[src/rtl/mmio_uart_tx.sv]
// ---------------------------------------------------------------------------
// mmio_uart_tx
//
// Memory-mapped 8N1 UART transmitter. It sits on the CPU load/store port next
// to the data RAM. It decodes a 16-register-byte window at BASE_ADDR and
// returns registered read data one clock after the address, so its timing
// matches a synchronous RAM read. When the block is not addressed, the read
// data is zero, so the top level can OR it with the RAM output.
//
// Register map (addr[3:2]; addr[1:0] ignored):
//   0 TXDATA  : write pushes in[7:0] into the TX FIFO; reads 0
//   1 STATUS  : bit0 full, bit1 empty, bit2 serialiser active,
//               bit3 overflow (sticky, write 1 to clear), [11:8] FIFO count
//   2 DIVISOR : [15:0] clocks per bit, 0 behaves as 1
//   3 reserved: reads 0, writes ignored
//
// Ports:
//   clk   in   1   clock, all state changes on posedge
//   rst   in   1   asynchronous active-high reset
//   addr  in  16   CPU byte address
//   in    in  32   CPU store data
//   wen   in   1   CPU store strobe
//   out   out 32   registered read data (0 when not selected)
//   tx    out  1   serial line, idles high
//   busy  out  1   frame in flight or FIFO non-empty
// ---------------------------------------------------------------------------
module mmio_uart_tx #(
  parameter logic [15:0] BASE_ADDR    = 16'hFF00,
  parameter int unsigned CLKS_PER_BIT = 16,
  parameter int unsigned FIFO_DEPTH   = 8
) (
  input  logic        clk,
  input  logic        rst,
  input  logic [15:0] addr,
  input  logic [31:0] in,
  input  logic        wen,
  output logic [31:0] out,
  output logic        tx,
  output logic        busy
);

  localparam int unsigned PTR_W     = $clog2(FIFO_DEPTH);
  localparam logic [3:0]  DEPTH_CNT = 4'(FIFO_DEPTH);
  localparam logic [15:0] DIV_RESET = 16'(CLKS_PER_BIT);

  localparam logic [1:0] REG_TXDATA  = 2'd0;
  localparam logic [1:0] REG_STATUS  = 2'd1;
  localparam logic [1:0] REG_DIVISOR = 2'd2;

  typedef enum logic [1:0] {
    ST_IDLE,
    ST_START,
    ST_DATA,
    ST_STOP
  } state_t;

  // -------------------------------------------------------------------------
  // Bus decode
  // -------------------------------------------------------------------------
  logic       sel;
  logic [1:0] reg_idx;
  logic       wr_txdata;
  logic       wr_status;
  logic       wr_divisor;

  assign sel        = (addr[15:4] == BASE_ADDR[15:4]);
  assign reg_idx    = addr[3:2];
  assign wr_txdata  = sel && wen && (reg_idx == REG_TXDATA);
  assign wr_status  = sel && wen && (reg_idx == REG_STATUS);
  assign wr_divisor = sel && wen && (reg_idx == REG_DIVISOR);

  // Byte lanes and address bits that the register map never looks at.
  logic unused_bits;
  assign unused_bits = ^{addr[1:0], in[31:16]};

  // -------------------------------------------------------------------------
  // State registers
  // -------------------------------------------------------------------------
  state_t             state_q,    state_d;
  logic [3:0]         count_q,    count_d;
  logic [PTR_W-1:0]   wr_ptr_q,   wr_ptr_d;
  logic [PTR_W-1:0]   rd_ptr_q,   rd_ptr_d;
  logic               overflow_q, overflow_d;
  logic [15:0]        divisor_q,  divisor_d;
  logic [15:0]        bit_div_q,  bit_div_d;   // D latched at frame start
  logic [15:0]        tick_q,     tick_d;      // clocks elapsed in current bit
  logic [2:0]         idx_q,      idx_d;       // data bit index
  logic               tx_q,       tx_d;
  logic [31:0]        out_q,      out_d;

  // FIFO storage and its registered read port. The read register doubles as
  // the frame byte: it is loaded on the pop edge and stays stable for the
  // whole frame, since the next pop only happens at the end of the stop bit.
  logic [7:0]         fifo_mem [FIFO_DEPTH];
  logic [7:0]         frame_byte_q;

  // -------------------------------------------------------------------------
  // FIFO control
  // -------------------------------------------------------------------------
  logic        fifo_has;
  logic        fifo_full;
  logic        bit_done;
  logic        pop;
  logic        push_ok;
  logic [15:0] eff_div;

  assign fifo_has  = (count_q != 4'd0);
  assign fifo_full = (count_q == DEPTH_CNT);
  assign bit_done  = (tick_q == (bit_div_q - 16'd1));
  assign eff_div   = (divisor_q == 16'd0) ? 16'd1 : divisor_q;

  // The serialiser pops from IDLE, or at the last clock of a stop bit so the
  // next start bit follows with no idle gap.
  always_comb begin
    pop = 1'b0;
    case (state_q)
      ST_IDLE: pop = fifo_has;
      ST_STOP: pop = bit_done && fifo_has;
      default: pop = 1'b0;
    endcase
  end

  // A pop on the same edge frees a slot, so a push into a full FIFO is
  // still accepted in that case.
  assign push_ok = wr_txdata && (!fifo_full || pop);

  always_comb begin
    count_d  = count_q;
    wr_ptr_d = wr_ptr_q;
    rd_ptr_d = rd_ptr_q;
    case ({push_ok, pop})
      2'b10:   count_d = count_q + 4'd1;
      2'b01:   count_d = count_q - 4'd1;
      default: count_d = count_q;
    endcase
    if (push_ok) begin
      wr_ptr_d = wr_ptr_q + 1'b1;
    end
    if (pop) begin
      rd_ptr_d = rd_ptr_q + 1'b1;
    end
  end

  // Overflow is sticky. A TXDATA and a STATUS write cannot coincide (single
  // address), so set and clear never race.
  always_comb begin
    overflow_d = overflow_q;
    if (wr_txdata && fifo_full && !pop) begin
      overflow_d = 1'b1;
    end else if (wr_status && in[3]) begin
      overflow_d = 1'b0;
    end
  end

  assign divisor_d = wr_divisor ? in[15:0] : divisor_q;

  // -------------------------------------------------------------------------
  // Serialiser FSM (next state and registered tx level)
  // -------------------------------------------------------------------------
  logic [2:0] idx_inc;
  assign idx_inc = idx_q + 3'd1;

  always_comb begin
    state_d   = state_q;
    tick_d    = tick_q + 16'd1;
    idx_d     = idx_q;
    tx_d      = tx_q;
    bit_div_d = bit_div_q;
    case (state_q)
      ST_IDLE: begin
        tx_d   = 1'b1;
        tick_d = 16'd0;
        if (pop) begin
          state_d   = ST_START;
          tx_d      = 1'b0;
          bit_div_d = eff_div;
        end
      end
      ST_START: begin
        if (bit_done) begin
          state_d = ST_DATA;
          tick_d  = 16'd0;
          idx_d   = 3'd0;
          tx_d    = frame_byte_q[0];
        end
      end
      ST_DATA: begin
        if (bit_done) begin
          tick_d = 16'd0;
          if (idx_q == 3'd7) begin
            state_d = ST_STOP;
            tx_d    = 1'b1;
          end else begin
            idx_d = idx_inc;
            tx_d  = frame_byte_q[idx_inc];
          end
        end
      end
      ST_STOP: begin
        if (bit_done) begin
          tick_d = 16'd0;
          if (pop) begin
            state_d   = ST_START;
            tx_d      = 1'b0;
            bit_div_d = eff_div;
          end else begin
            state_d = ST_IDLE;
            tx_d    = 1'b1;
          end
        end
      end
      default: begin
        state_d = ST_IDLE;
        tx_d    = 1'b1;
        tick_d  = 16'd0;
      end
    endcase
  end

  // -------------------------------------------------------------------------
  // Read data: sampled from pre-edge state, so a read never sees a write
  // made on the same edge.
  // -------------------------------------------------------------------------
  logic [31:0] status_word;
  assign status_word = {20'd0, count_q, 4'd0, overflow_q,
                        (state_q != ST_IDLE), ~fifo_has, fifo_full};

  always_comb begin
    out_d = 32'd0;
    if (sel) begin
      case (reg_idx)
        REG_STATUS:  out_d = status_word;
        REG_DIVISOR: out_d = {16'd0, divisor_q};
        default:     out_d = 32'd0;
      endcase
    end
  end

  // -------------------------------------------------------------------------
  // Flops
  // -------------------------------------------------------------------------
  always_ff @(posedge clk or posedge rst) begin
    if (rst) begin
      state_q    <= ST_IDLE;
      count_q    <= 4'd0;
      wr_ptr_q   <= '0;
      rd_ptr_q   <= '0;
      overflow_q <= 1'b0;
      divisor_q  <= DIV_RESET;
      bit_div_q  <= 16'd1;
      tick_q     <= 16'd0;
      idx_q      <= 3'd0;
      tx_q       <= 1'b1;
      out_q      <= 32'd0;
    end else begin
      state_q    <= state_d;
      count_q    <= count_d;
      wr_ptr_q   <= wr_ptr_d;
      rd_ptr_q   <= rd_ptr_d;
      overflow_q <= overflow_d;
      divisor_q  <= divisor_d;
      bit_div_q  <= bit_div_d;
      tick_q     <= tick_d;
      idx_q      <= idx_d;
      tx_q       <= tx_d;
      out_q      <= out_d;
    end
  end

  // Storage has no reset: contents are meaningless once the pointers clear.
  // When full with a simultaneous push and pop, both hit the same slot; the
  // registered read returns the old byte, which is the one being popped.
  always_ff @(posedge clk) begin
    if (push_ok) begin
      fifo_mem[wr_ptr_q] <= in[7:0];
    end
    if (pop) begin
      frame_byte_q <= fifo_mem[rd_ptr_q];
    end
  end

  assign out  = out_q;
  assign tx   = tx_q;
  assign busy = (state_q != ST_IDLE) || fifo_has;

endmodule
[config.mk]
export PLATFORM = sky130hd
export DESIGN_NAME = mmio_uart_tx
export DESIGN_NICKNAME = d
export VERILOG_FILES = /design/src/rtl/mmio_uart_tx.sv
export SDC_FILE = /design/constraint.sdc
export NUM_CORES = 1
export LEC_CHECK = 0
export ABC_AREA = 0
export BUFFER_PORTS_ARGS = -buffer_cell sky130_fd_sc_hd__buf_2
export CAP_MARGIN = 25
export CORE_ASPECT_RATIO = 1.2
export CORE_MARGIN = 5
export CORE_UTILIZATION = 55
export CTS_CLUSTER_DIAMETER = 40
export CTS_CLUSTER_SIZE = 8
export DETAILED_ROUTE_END_ITERATION = 10
export PLACE_DENSITY_LB_ADDON = 0.1
export SLEW_MARGIN = 30
export SYNTH_ARGS = -nofsm -noshare
export SYNTH_HDL_FRONTEND = slang
export SYNTH_SLANG_ARGS = --single-unit
[constraint.sdc]
create_clock -name clk -period 6.7 [get_ports clk]
set_input_delay 0.335 -clock clk [delete_from_list [all_inputs] [get_ports clk]]
set_output_delay 0.335 -clock clk [all_outputs]
set_load 0.01 [all_outputs]
==> flow_metrics.tcl <==
set metrics [dict create \
    coreArea_mm2 0.0127 \
    rows 45 \
    critPathMaxStageDelay_ns 0.71 \
    grt_pass1_vias 4362 \
    initial_utilization_pct 56.1 \
    ant_nets 0 \
    worst_setup_path_start_kind "flip-flop" \
    finalHoldViolations 0 \
    synth_warnings 0 \
    die_area_mm2 0.0154 \
    cp_num_buf_inv 1 \
    cp_max_fo 8 \
    critical_path_depth 10 \
    synth_top_area_share_pct 30.3 \
    reg2reg_depth 10 \
    final.setup.tns_ns 0 \
    cp_top_family "simple AND/OR/NAND/NOR gates" \
    n_fill_cell 986 \
    synthDistinctLibCells 71 \
    cts_buffers 17 \
    power.switching_uw 973 \
    clockBufferDepth 2 \
    async_flop_share_pct 52.9 \
    synthCells 523 \
    insertion_delay_ns 0.43 \
    required_ns 6.75 \
    rsz0062_at_grt "no" \
    h-tree-depth 4 \
    die-height_um 135 \
    avgSynthCellArea_um2 13.7 \
    worstHoldPathType "in2async" \
    status "finished clean" \
    cts_root_buffer "clkbuf_16" \
    p_clk_share_pct 32.5 \
    mostFrequentLayoutCell "dfrtp_1" \
    grt_overflow 0 \
    synth.area.top_cells "edfxtp_1, dfrtp_1, mux4_2" \
    power.internal_uw 2000 \
    postCtsSetupBuffers 0 \
    first_pass_iters 4 \
    fin_hold_ws_ns 0.0822 \
    multi_input_area_mm2 0.00273 \
    worstPathArrival_ns 4.16 \
    via_per_inst 5.67 \
    maxCapViolations 0 \
    slowest_stage "nor2_1" \
    max_freq_mhz 244 \
    wire_per_inst_um 18.7 \
    synth_area_mm2 0.00714 \
    drcViolationCount 0 \
    regArea_mm2 0.00419 \
    gr-usage-all-layers_pct 19.8 \
    die_w_um 114 \
    synthToLayoutAreaGrowth_pct 13.9 \
    ys.flop_type "dfrtp_1" \
    clk_pin_slew_ns 0.07 \
    path_cells "inv_1 -> ha_1 -> or4b_1 -> or4_4 -> o22ai_2 -> and3b_1 -> nand4_1 -> a21oi_4 -> nand2b_2 -> nor2_1" \
    cts_tree "built" \
    finalMaxSlewViolations 0 \
    switching_share_pct 32.7 \
    synth_edf_count 72 \
    antenna_found_initial 0 \
    grt_pass1_wl_um 23100 \
    num_vias 4300 \
    worst-slew-pin-transition_ns 0.897 \
    place.port_buffers 50 \
    layout_common_cells "dfrtp_1, edfxtp_1, buf_2, nor2_1, mux2_2" \
    place_hpwl_um 9910 \
    p_leak_uw 0.00350 \
    ir_drop_mv 0.185 \
    grt_max_degree 53 \
    finalClockSkew_ns 0.00939 \
    seq_area_frac_synth_pct 58.7 \
    combPwrFrac_pct 27.1 \
    ys_ff_latch 153 \
    drive_above_1_share_pct 29.4 \
    yosys.area.top_type "edfxtp_1" \
    routabilityCongestion 0.872 \
    nets 647 \
    crit_path_end_kind "flip-flop" \
    fin_crit_ns 4.11 \
    crit_type "reg2reg" \
    seqPwrFrac_pct 40.4 \
    cts_sinks 153 \
    ctsResizeCount 0 \
    wirelength_um 14200 \
    fin_crit_sh_pct 61.3 \
    max_slew_margin_pct 40.0 \
    antenna_cells 0 \
    p_per_area_mw_per_mm2 365 \
    final-setup-viol-count 0 \
    ios 85 \
    hold_buffers 0 \
    drt_iter0_markers 247 \
]
[through the flow]
step	power (uW)	cell area, um^2	instances	setup slack (ns)	util (%)
after global routing	3140	8140	759	2.38	64.0
after global placement	1990	7520	726	2.82	59.1
after detailed placement	2020	7540	727	2.68	59.3
final	2970	8140	759	2.59	64.0
after floorplan	1860	7200	538	3.07	-
after CTS	3000	8140	759	2.60	64.0
[cell usage after synthesis, types with 3 or more instances]
cell       n
nor3_1    11
inv_1     19
buf_2      3
nor4_1    12
clkbuf_1   9
mux4_2    18
a21oi_1    3
mux2_4     9
buf_1      5
xor2_1    23
and3_1    13
nor3b_1    6
mux2i_1    4
o21ai_0    7
xnor2_1   18
nand4_1    5
ha_1      14
nor2_1    41
nand3_1   16
or2_2      4
a22oi_1    8
nand2_1   20
edfxtp_1  72
dfrtp_1   78
mux2_2    34
dfstp_2    3
buf_4     16
[state kept, by name, summed over array words and instances, names as in the netlist, 4 cells and up]
name          cells
bit_div_q        16
count_q           4
divisor_q        16
fifo_mem         64
frame_byte_q      8
out              16
tick_q           16
[routing by layer]
| layer | vias up | GRT usage (%) | part of all wire [%] | wire length [um] |
|---|---|---|---|---|
| li1 | 2024 | - | - | - |
| met1 | 2172 | 26.4 | 44 | 6220 |
| met2 | 85 | 32.1 | 51 | 7300 |
| met3 | 19 | 5.11 | 3.5 | 502 |
| met4 | 0 | 6.20 | 1.3 | 190 |
| met5 | - | 0 | 0 | 0 |
[cells by family after synthesis]
kind of cell               count (synthesis)  synth area share (%)
muxes                                     65                  13.5
buffers and inverters                     54                  3.84
AOI/OAI and AO/OA                         45                  5.04
DFF                                      153                  58.7
adders and majority gates                 14                  2.45
and+or+nand+nor                          150                  11.4
xor gates and xnor gates                  41                  5.03
other                                      1                0.0525
[power groups by stage]
stage / combinational (uW) / sequential [uW] / clock (uW)
final: 806 / 1200 / 966
after global routing: 888 / 1220 / 1030
after CTS: 808 / 1210 / 983
after detailed placement: 799 / 1220 / 0
after global placement: 775 / 1220 / 0
after floorplan: 719 / 1140 / 0
[tightest hold or removal path, stage by stage]
cell	delay (ns)
buf_2	0.10
clkinv_2	0.03
buf_4	0.53
[layout make-up]
| cell class | instances | area share [%] |
|---|---|---|
| flip-flops and latches | 153 | 51.5 |
| clock buffers | 17 | 5.23 |
| inverters | 20 | 0.938 |
| well taps | 164 | 2.52 |
| repair buffers | 59 | 4.06 |
| multi-input cells | 331 | 33.6 |
| clock inverters | 15 | 2.15 |
[final timing paths]
kind | from | end | slack [ns]
min in group clk | in[9] | divisor_q[9] | 0.14
worst max-delay path | bit_div_q[1] | fifo_mem[6][0] | 2.59
worst min register to register | tx | tx | 0.47
max in group asynchronous | rst | tx | 5.94
worst max register to register | bit_div_q[1] | fifo_mem[6][0] | 2.59
worst min-delay path | rst | divisor_q[12] | 0.08
Note: power is estimated with default switching activity, not from simulation.
